<file path="config.mk">
export PLATFORM = sky130hd
export DESIGN_NAME = mult_unit_flat
export DESIGN_NICKNAME = d
export VERILOG_FILES = /design/src/rtl/mult_unit_pkg.sv /design/src/rtl/mult_unit_if.sv /design/src/rtl/mult_stage.sv /design/src/rtl/mult_unit.sv /design/src/flat_wrapper.sv
export SDC_FILE = /design/constraint.sdc
export NUM_CORES = 2
export LEC_CHECK = 0
export CAP_MARGIN = 30
export CELL_PAD_IN_SITES_DETAIL_PLACEMENT = 0
export CELL_PAD_IN_SITES_GLOBAL_PLACEMENT = 1
export CORE_AREA = 2 2 313 315
export CTS_BUF_LIST = sky130_fd_sc_hd__clkbuf_8
export DETAILED_ROUTE_END_ITERATION = 12
export DIE_AREA = 0 0 315 317
export PLACE_DENSITY_LB_ADDON = 0.05
export SLEW_MARGIN = 10
export SYNTH_ARGS = -nofsm -noshare
export SYNTH_HDL_FRONTEND = slang
export SYNTH_HIERARCHICAL = 1
export SYNTH_SLANG_ARGS = --single-unit
</file>
<file path="constraint.sdc">
create_clock -name clock -period 11.5 [get_ports clock]
set_clock_uncertainty 0.15 [all_clocks]
set_input_delay 2.3 -clock clock [delete_from_list [all_inputs] [get_ports clock]]
set_output_delay 2.3 -clock clock [all_outputs]
set_load 0.02 [all_outputs]
</file>
<file path="src/rtl/mult_unit_pkg.sv">
// Shared definitions for the multiply unit: unit codes, funct code, pipeline slot
// layout and the arithmetic helpers used between slots.
package mult_unit_pkg;

    typedef enum logic [1:0] {
        FU_ALU  = 2'b00,
        FU_MEM  = 2'b01,
        FU_MUL  = 2'b10,
        FU_NONE = 2'b11
    } fu_code_e;

    localparam logic [5:0] FUNCT_MULT     = 6'b011000;
    localparam int         DEFAULT_STAGES = 4;

    // data holds {rega, regb} before the multiply slot and the 64-bit product after it
    typedef struct packed {
        logic        valid;
        logic        unsig;
        logic [4:0]  regdest;
        logic        writereg;
        logic        writeov;
        logic        oflow;
        logic [63:0] data;
    } slot_t;

    function automatic logic [63:0] mul64(input logic [31:0] a, input logic [31:0] b,
                                          input logic unsig);
        logic [63:0] ea;
        logic [63:0] eb;
        ea = {{32{~unsig & a[31]}}, a};
        eb = {{32{~unsig & b[31]}}, b};
        return ea * eb;
    endfunction

    function automatic logic overflow64(input logic [63:0] p, input logic unsig);
        if (unsig)
            return |p[63:32];
        return p[63:32] != {32{p[31]}};
    endfunction

    // Work done on the way into a slot: multiply entering slot 1, flags entering the last slot
    function automatic slot_t stage_step(input slot_t s, input logic do_mul, input logic do_final);
        slot_t r;
        r = s;
        if (do_mul)
            r.data = mul64(s.data[63:32], s.data[31:0], s.unsig);
        if (do_final) begin
            r.oflow    = s.writeov & overflow64(r.data, s.unsig);
            r.writereg = s.writereg & ~r.oflow & (s.regdest != 5'd0);
        end
        return r;
    endfunction

endpackage

</file>
<file path="src/rtl/mult_unit_if.sv">
// Issue and writeback signals of the multiply unit; slave is the unit side.
interface mult_unit_if;
    import mult_unit_pkg::*;

    logic        iss_mul_oper;
    logic [31:0] iss_ex_rega;
    logic [31:0] iss_ex_regb;
    logic        iss_ex_unsig;
    logic [4:0]  iss_ex_regdest;
    logic        iss_ex_writereg;
    logic        iss_ex_writeov;
    logic        mul_iss_ready;
    logic        mul_wb_valid;
    logic [4:0]  mul_wb_regdest;
    logic [31:0] mul_wb_data;
    logic        mul_wb_writereg;
    logic        mul_wb_oflow;
    logic        wb_mul_grant;

    modport master (
        output iss_mul_oper, iss_ex_rega, iss_ex_regb, iss_ex_unsig,
               iss_ex_regdest, iss_ex_writereg, iss_ex_writeov, wb_mul_grant,
        input  mul_iss_ready, mul_wb_valid, mul_wb_regdest, mul_wb_data,
               mul_wb_writereg, mul_wb_oflow
    );

    modport slave (
        input  iss_mul_oper, iss_ex_rega, iss_ex_regb, iss_ex_unsig,
               iss_ex_regdest, iss_ex_writereg, iss_ex_writeov, wb_mul_grant,
        output mul_iss_ready, mul_wb_valid, mul_wb_regdest, mul_wb_data,
               mul_wb_writereg, mul_wb_oflow
    );

endinterface

</file>
<file path="src/rtl/mult_stage.sv">
// One pipeline slot of the multiply unit: a register that keeps its contents while hold_i.
module mult_stage
    import mult_unit_pkg::*;
(
    input  logic  clock,
    input  logic  reset,
    input  logic  hold_i,
    input  slot_t d_i,
    output slot_t q_o
);

    slot_t slot_q;

    always_ff @(posedge clock or negedge reset) begin
        if (!reset)
            slot_q <= '0;
        else if (!hold_i)
            slot_q <= d_i;
    end

    assign q_o = slot_q;

endmodule

</file>
<file path="src/rtl/mult_unit.sv">
// Pipelined 32x32 multiplier with a fixed STAGES-cycle latency; the whole pipe
// freezes while the writeback slot is occupied and not granted.
module mult_unit
    import mult_unit_pkg::*;
#(
    parameter int STAGES = DEFAULT_STAGES
) (
    input logic       clock,
    input logic       reset,
    mult_unit_if.slave bus
);

    slot_t slot_q [STAGES];
    logic  stall;

    assign stall             = slot_q[STAGES-1].valid & ~bus.wb_mul_grant;
    assign bus.mul_iss_ready = ~stall;

    generate
        for (genvar gi = 0; gi < STAGES; gi++) begin : g_slot
            slot_t stage_d;

            if (gi == 0) begin : g_head
                // Bubbles enter as all-zero so idle outputs stay quiet
                always_comb begin
                    stage_d = '0;
                    if (bus.iss_mul_oper) begin
                        stage_d.valid    = 1'b1;
                        stage_d.unsig    = bus.iss_ex_unsig;
                        stage_d.regdest  = bus.iss_ex_regdest;
                        stage_d.writereg = bus.iss_ex_writereg;
                        stage_d.writeov  = bus.iss_ex_writeov;
                        stage_d.data     = {bus.iss_ex_rega, bus.iss_ex_regb};
                    end
                end
            end else begin : g_body
                always_comb begin
                    stage_d = stage_step(slot_q[gi-1], gi == 1, gi == STAGES - 1);
                end
            end

            mult_stage u_stage (
                .clock  (clock),
                .reset  (reset),
                .hold_i (stall),
                .d_i    (stage_d),
                .q_o    (slot_q[gi])
            );
        end
    endgenerate

    assign bus.mul_wb_valid    = slot_q[STAGES-1].valid;
    assign bus.mul_wb_regdest  = slot_q[STAGES-1].regdest;
    assign bus.mul_wb_data     = slot_q[STAGES-1].data[31:0];
    assign bus.mul_wb_writereg = slot_q[STAGES-1].writereg;
    assign bus.mul_wb_oflow    = slot_q[STAGES-1].oflow;

endmodule
</file>
<file path="src/flat_wrapper.sv">
// flat-port wrapper written by rule: the top's interface ports become plain ports
module mult_unit_flat import mult_unit_pkg::*;
#(
    parameter int STAGES = DEFAULT_STAGES
)
  (clock, reset, bus_iss_mul_oper, bus_iss_ex_rega, bus_iss_ex_regb, bus_iss_ex_unsig, bus_iss_ex_regdest, bus_iss_ex_writereg, bus_iss_ex_writeov, bus_wb_mul_grant, bus_mul_iss_ready, bus_mul_wb_valid, bus_mul_wb_regdest, bus_mul_wb_data, bus_mul_wb_writereg, bus_mul_wb_oflow);
  mult_unit_if bus_i ();
  input logic clock;
  input logic reset;
  input wire logic [$bits(bus_i.iss_mul_oper)-1:0] bus_iss_mul_oper;
  input wire logic [$bits(bus_i.iss_ex_rega)-1:0] bus_iss_ex_rega;
  input wire logic [$bits(bus_i.iss_ex_regb)-1:0] bus_iss_ex_regb;
  input wire logic [$bits(bus_i.iss_ex_unsig)-1:0] bus_iss_ex_unsig;
  input wire logic [$bits(bus_i.iss_ex_regdest)-1:0] bus_iss_ex_regdest;
  input wire logic [$bits(bus_i.iss_ex_writereg)-1:0] bus_iss_ex_writereg;
  input wire logic [$bits(bus_i.iss_ex_writeov)-1:0] bus_iss_ex_writeov;
  input wire logic [$bits(bus_i.wb_mul_grant)-1:0] bus_wb_mul_grant;
  output wire logic [$bits(bus_i.mul_iss_ready)-1:0] bus_mul_iss_ready;
  output wire logic [$bits(bus_i.mul_wb_valid)-1:0] bus_mul_wb_valid;
  output wire logic [$bits(bus_i.mul_wb_regdest)-1:0] bus_mul_wb_regdest;
  output wire logic [$bits(bus_i.mul_wb_data)-1:0] bus_mul_wb_data;
  output wire logic [$bits(bus_i.mul_wb_writereg)-1:0] bus_mul_wb_writereg;
  output wire logic [$bits(bus_i.mul_wb_oflow)-1:0] bus_mul_wb_oflow;
  assign bus_i.iss_mul_oper = bus_iss_mul_oper;
  assign bus_i.iss_ex_rega = bus_iss_ex_rega;
  assign bus_i.iss_ex_regb = bus_iss_ex_regb;
  assign bus_i.iss_ex_unsig = bus_iss_ex_unsig;
  assign bus_i.iss_ex_regdest = bus_iss_ex_regdest;
  assign bus_i.iss_ex_writereg = bus_iss_ex_writereg;
  assign bus_i.iss_ex_writeov = bus_iss_ex_writeov;
  assign bus_i.wb_mul_grant = bus_wb_mul_grant;
  assign bus_mul_iss_ready = bus_i.mul_iss_ready;
  assign bus_mul_wb_valid = bus_i.mul_wb_valid;
  assign bus_mul_wb_regdest = bus_i.mul_wb_regdest;
  assign bus_mul_wb_data = bus_i.mul_wb_data;
  assign bus_mul_wb_writereg = bus_i.mul_wb_writereg;
  assign bus_mul_wb_oflow = bus_i.mul_wb_oflow;
  mult_unit #(.STAGES(STAGES)) u_core (.clock(clock), .reset(reset), .bus(bus_i));
endmodule
</file>
==> results.json <==
{
  "portBuffers": 116,
  "max_freq_ghz": 0.102,
  "synth_nets": 6269,
  "die_x_um": 315,
  "grt_pass1_vias": 35600,
  "postCtsSetupBuffers": 0,
  "min_period_over_period_pct": 85.4,
  "die_area_um2": 99900,
  "finalCriticalPeriod_ns": 9.82,
  "grt_usage_pct": 27.7,
  "drc_errors": 0,
  "finish.utilization_pct": 54.5,
  "final_common_cell": "fa_1",
  "finalHoldViolations": 0,
  "reg2reg_depth": 26,
  "final_cell_mix": "fa_1, inv_1, nand2_1, and2_1, dfrtp_1",
  "synth_cells": 4856,
  "holdWs_ns": 0.344,
  "yosys_warnings": 6,
  "final_antenna_net_count": 0,
  "cts_tree": "done",
  "via_per_inst": 5.27,
  "routed_wl_um": 131000,
  "drt_iter0_drc": 1802,
  "largest_reg_flops": 259,
  "arrival_ns": 10.21,
  "core_um2": 96300,
  "drtPass1Iterations": 5,
  "pin_count": 117,
  "wl_per_cell_um": 21.3,
  "cts_hold_buf": 0,
  "cp.required_ns": 11.89,
  "min_path_cells": 1,
  "path_class": "flop to flop",
  "crit_path_start_kind": "flop",
  "setup-tns-final_ns": 0,
  "vias": 32400,
  "fin_cells": 6153,
  "max_cap_viol_count": 0,
  "cts_buffers": 49,
  "cts_resized": 0,
  "ff2ff_setup_slack_ns": 1.68,
  "area_growth_pct": 6.67,
  "cts_buffer_depth": 3,
  "dp_cells": 6065,
  "nNetsFinal": 6255,
  "grt_max_degree": 113,
  "antenna_found_initial": 4,
  "grt_pass1_wl_um": 209000,
  "cts-root-buf": "clkbuf_8",
  "netlist_area_um2": 49200,
  "hpwlAfterDp_um": 104000,
  "crit_fanout": 16,
  "max-slew-margin-rel_pct": 31.6,
  "grt-ovfl-total": 0,
  "rsz0062_at_grt": "no",
  "cts.clk_slew.worst_paths_ns": 0.06,
  "clock-sinks": 259,
  "start_util_pct": 51.1,
  "syn_avg_cell_area_um2": 10.1,
  "gp_congestion": 0.875,
  "finalSetupViolCount": 0,
  "status": "finished, final reports clean",
  "clk_latency_ns": 0.70,
  "critPathCaptureType": "flop",
  "h-tree-depth": 2,
  "finalMaxSlewViolations": 0,
  "hold_class": "flop to flop",
  "die_y_um": 317,
  "row_count": 114,
  "tightest_slew_ns": 1.03,
  "final_layout_size_suffix_gt1_share_pct": 9.19
}
metrics by stage:
stage               setup WS, ns  area, um2
floorplan                   3.15      49200
CTS                         1.62      52400
finish                      1.68      52400
detailed placement          1.65      51400
global placement            1.83      51300
global route                1.06      52400
path summary, 6_finish.rpt:
check	from	to
worst max register to register	u_core/g_slot[0].u_stage/q_o[72]	u_core/g_slot[1].u_stage/q_o[62]
min in group asynchronous	reset	u_core/g_slot[3].u_stage/q_o[12]
worst min-delay path	u_core/g_slot[1].u_stage/q_o[34]	u_core/g_slot[2].u_stage/q_o[34]
worst min register to register	u_core/g_slot[1].u_stage/q_o[34]	u_core/g_slot[2].u_stage/q_o[34]
worst max-delay path	u_core/g_slot[0].u_stage/q_o[72]	u_core/g_slot[1].u_stage/q_o[62]
max in group asynchronous	reset	u_core/g_slot[2].u_stage/q_o[39]
cell type report:
cell class | count | area, um2
flip-flops and latches | 259 | 6490
clock inverters | 21 | 164
repair buffers | 193 | 1830
fillers | 8868 | 43800
diodes | 3 | 7.51
well taps | 1276 | 1600
clock buffers | 62 | 853
multi-input cells | 3238 | 37400
inverters | 1101 | 4140
critical path: stages (launching register included):
cell and delay, ns:
dfrtp_1 0.43, nor2b_2 0.77, nand2_1 0.20, inv_1 0.17, fa_1 0.50, fa_1 0.56, fa_1 0.64, inv_1 0.33
fa_1 1.08, inv_1 0.32, fa_1 0.52, fa_1 0.54, inv_1 0.05, fa_1 0.44, fa_1 0.48, inv_1 0.04
ha_1 0.48, nand4_1 0.17, nor4_1 0.49, nand2_1 0.10, o211ai_1 0.14, nand2_1 0.10, o211ai_2 0.13, o31ai_4 0.11
o31a_1 0.30, xnor2_1 0.14, mux2_4 0.27
layer usage:
| metal | track usage, % | part of all wire [%] | up-vias |
|---|---|---|---|
| met5 | 0 | 0 | - |
| met1 | 34.9 | 40 | 17300 |
| met3 | 2.58 | 3.8 | 228 |
| met4 | 10.1 | 4.0 | 0 |
| li1 | - | - | 14200 |
| met2 | 49.7 | 52 | 738 |
Power is left out: the tool's default activity adds up to more than one toggle a clock period on the data nets, which glitch-free logic cannot reach.
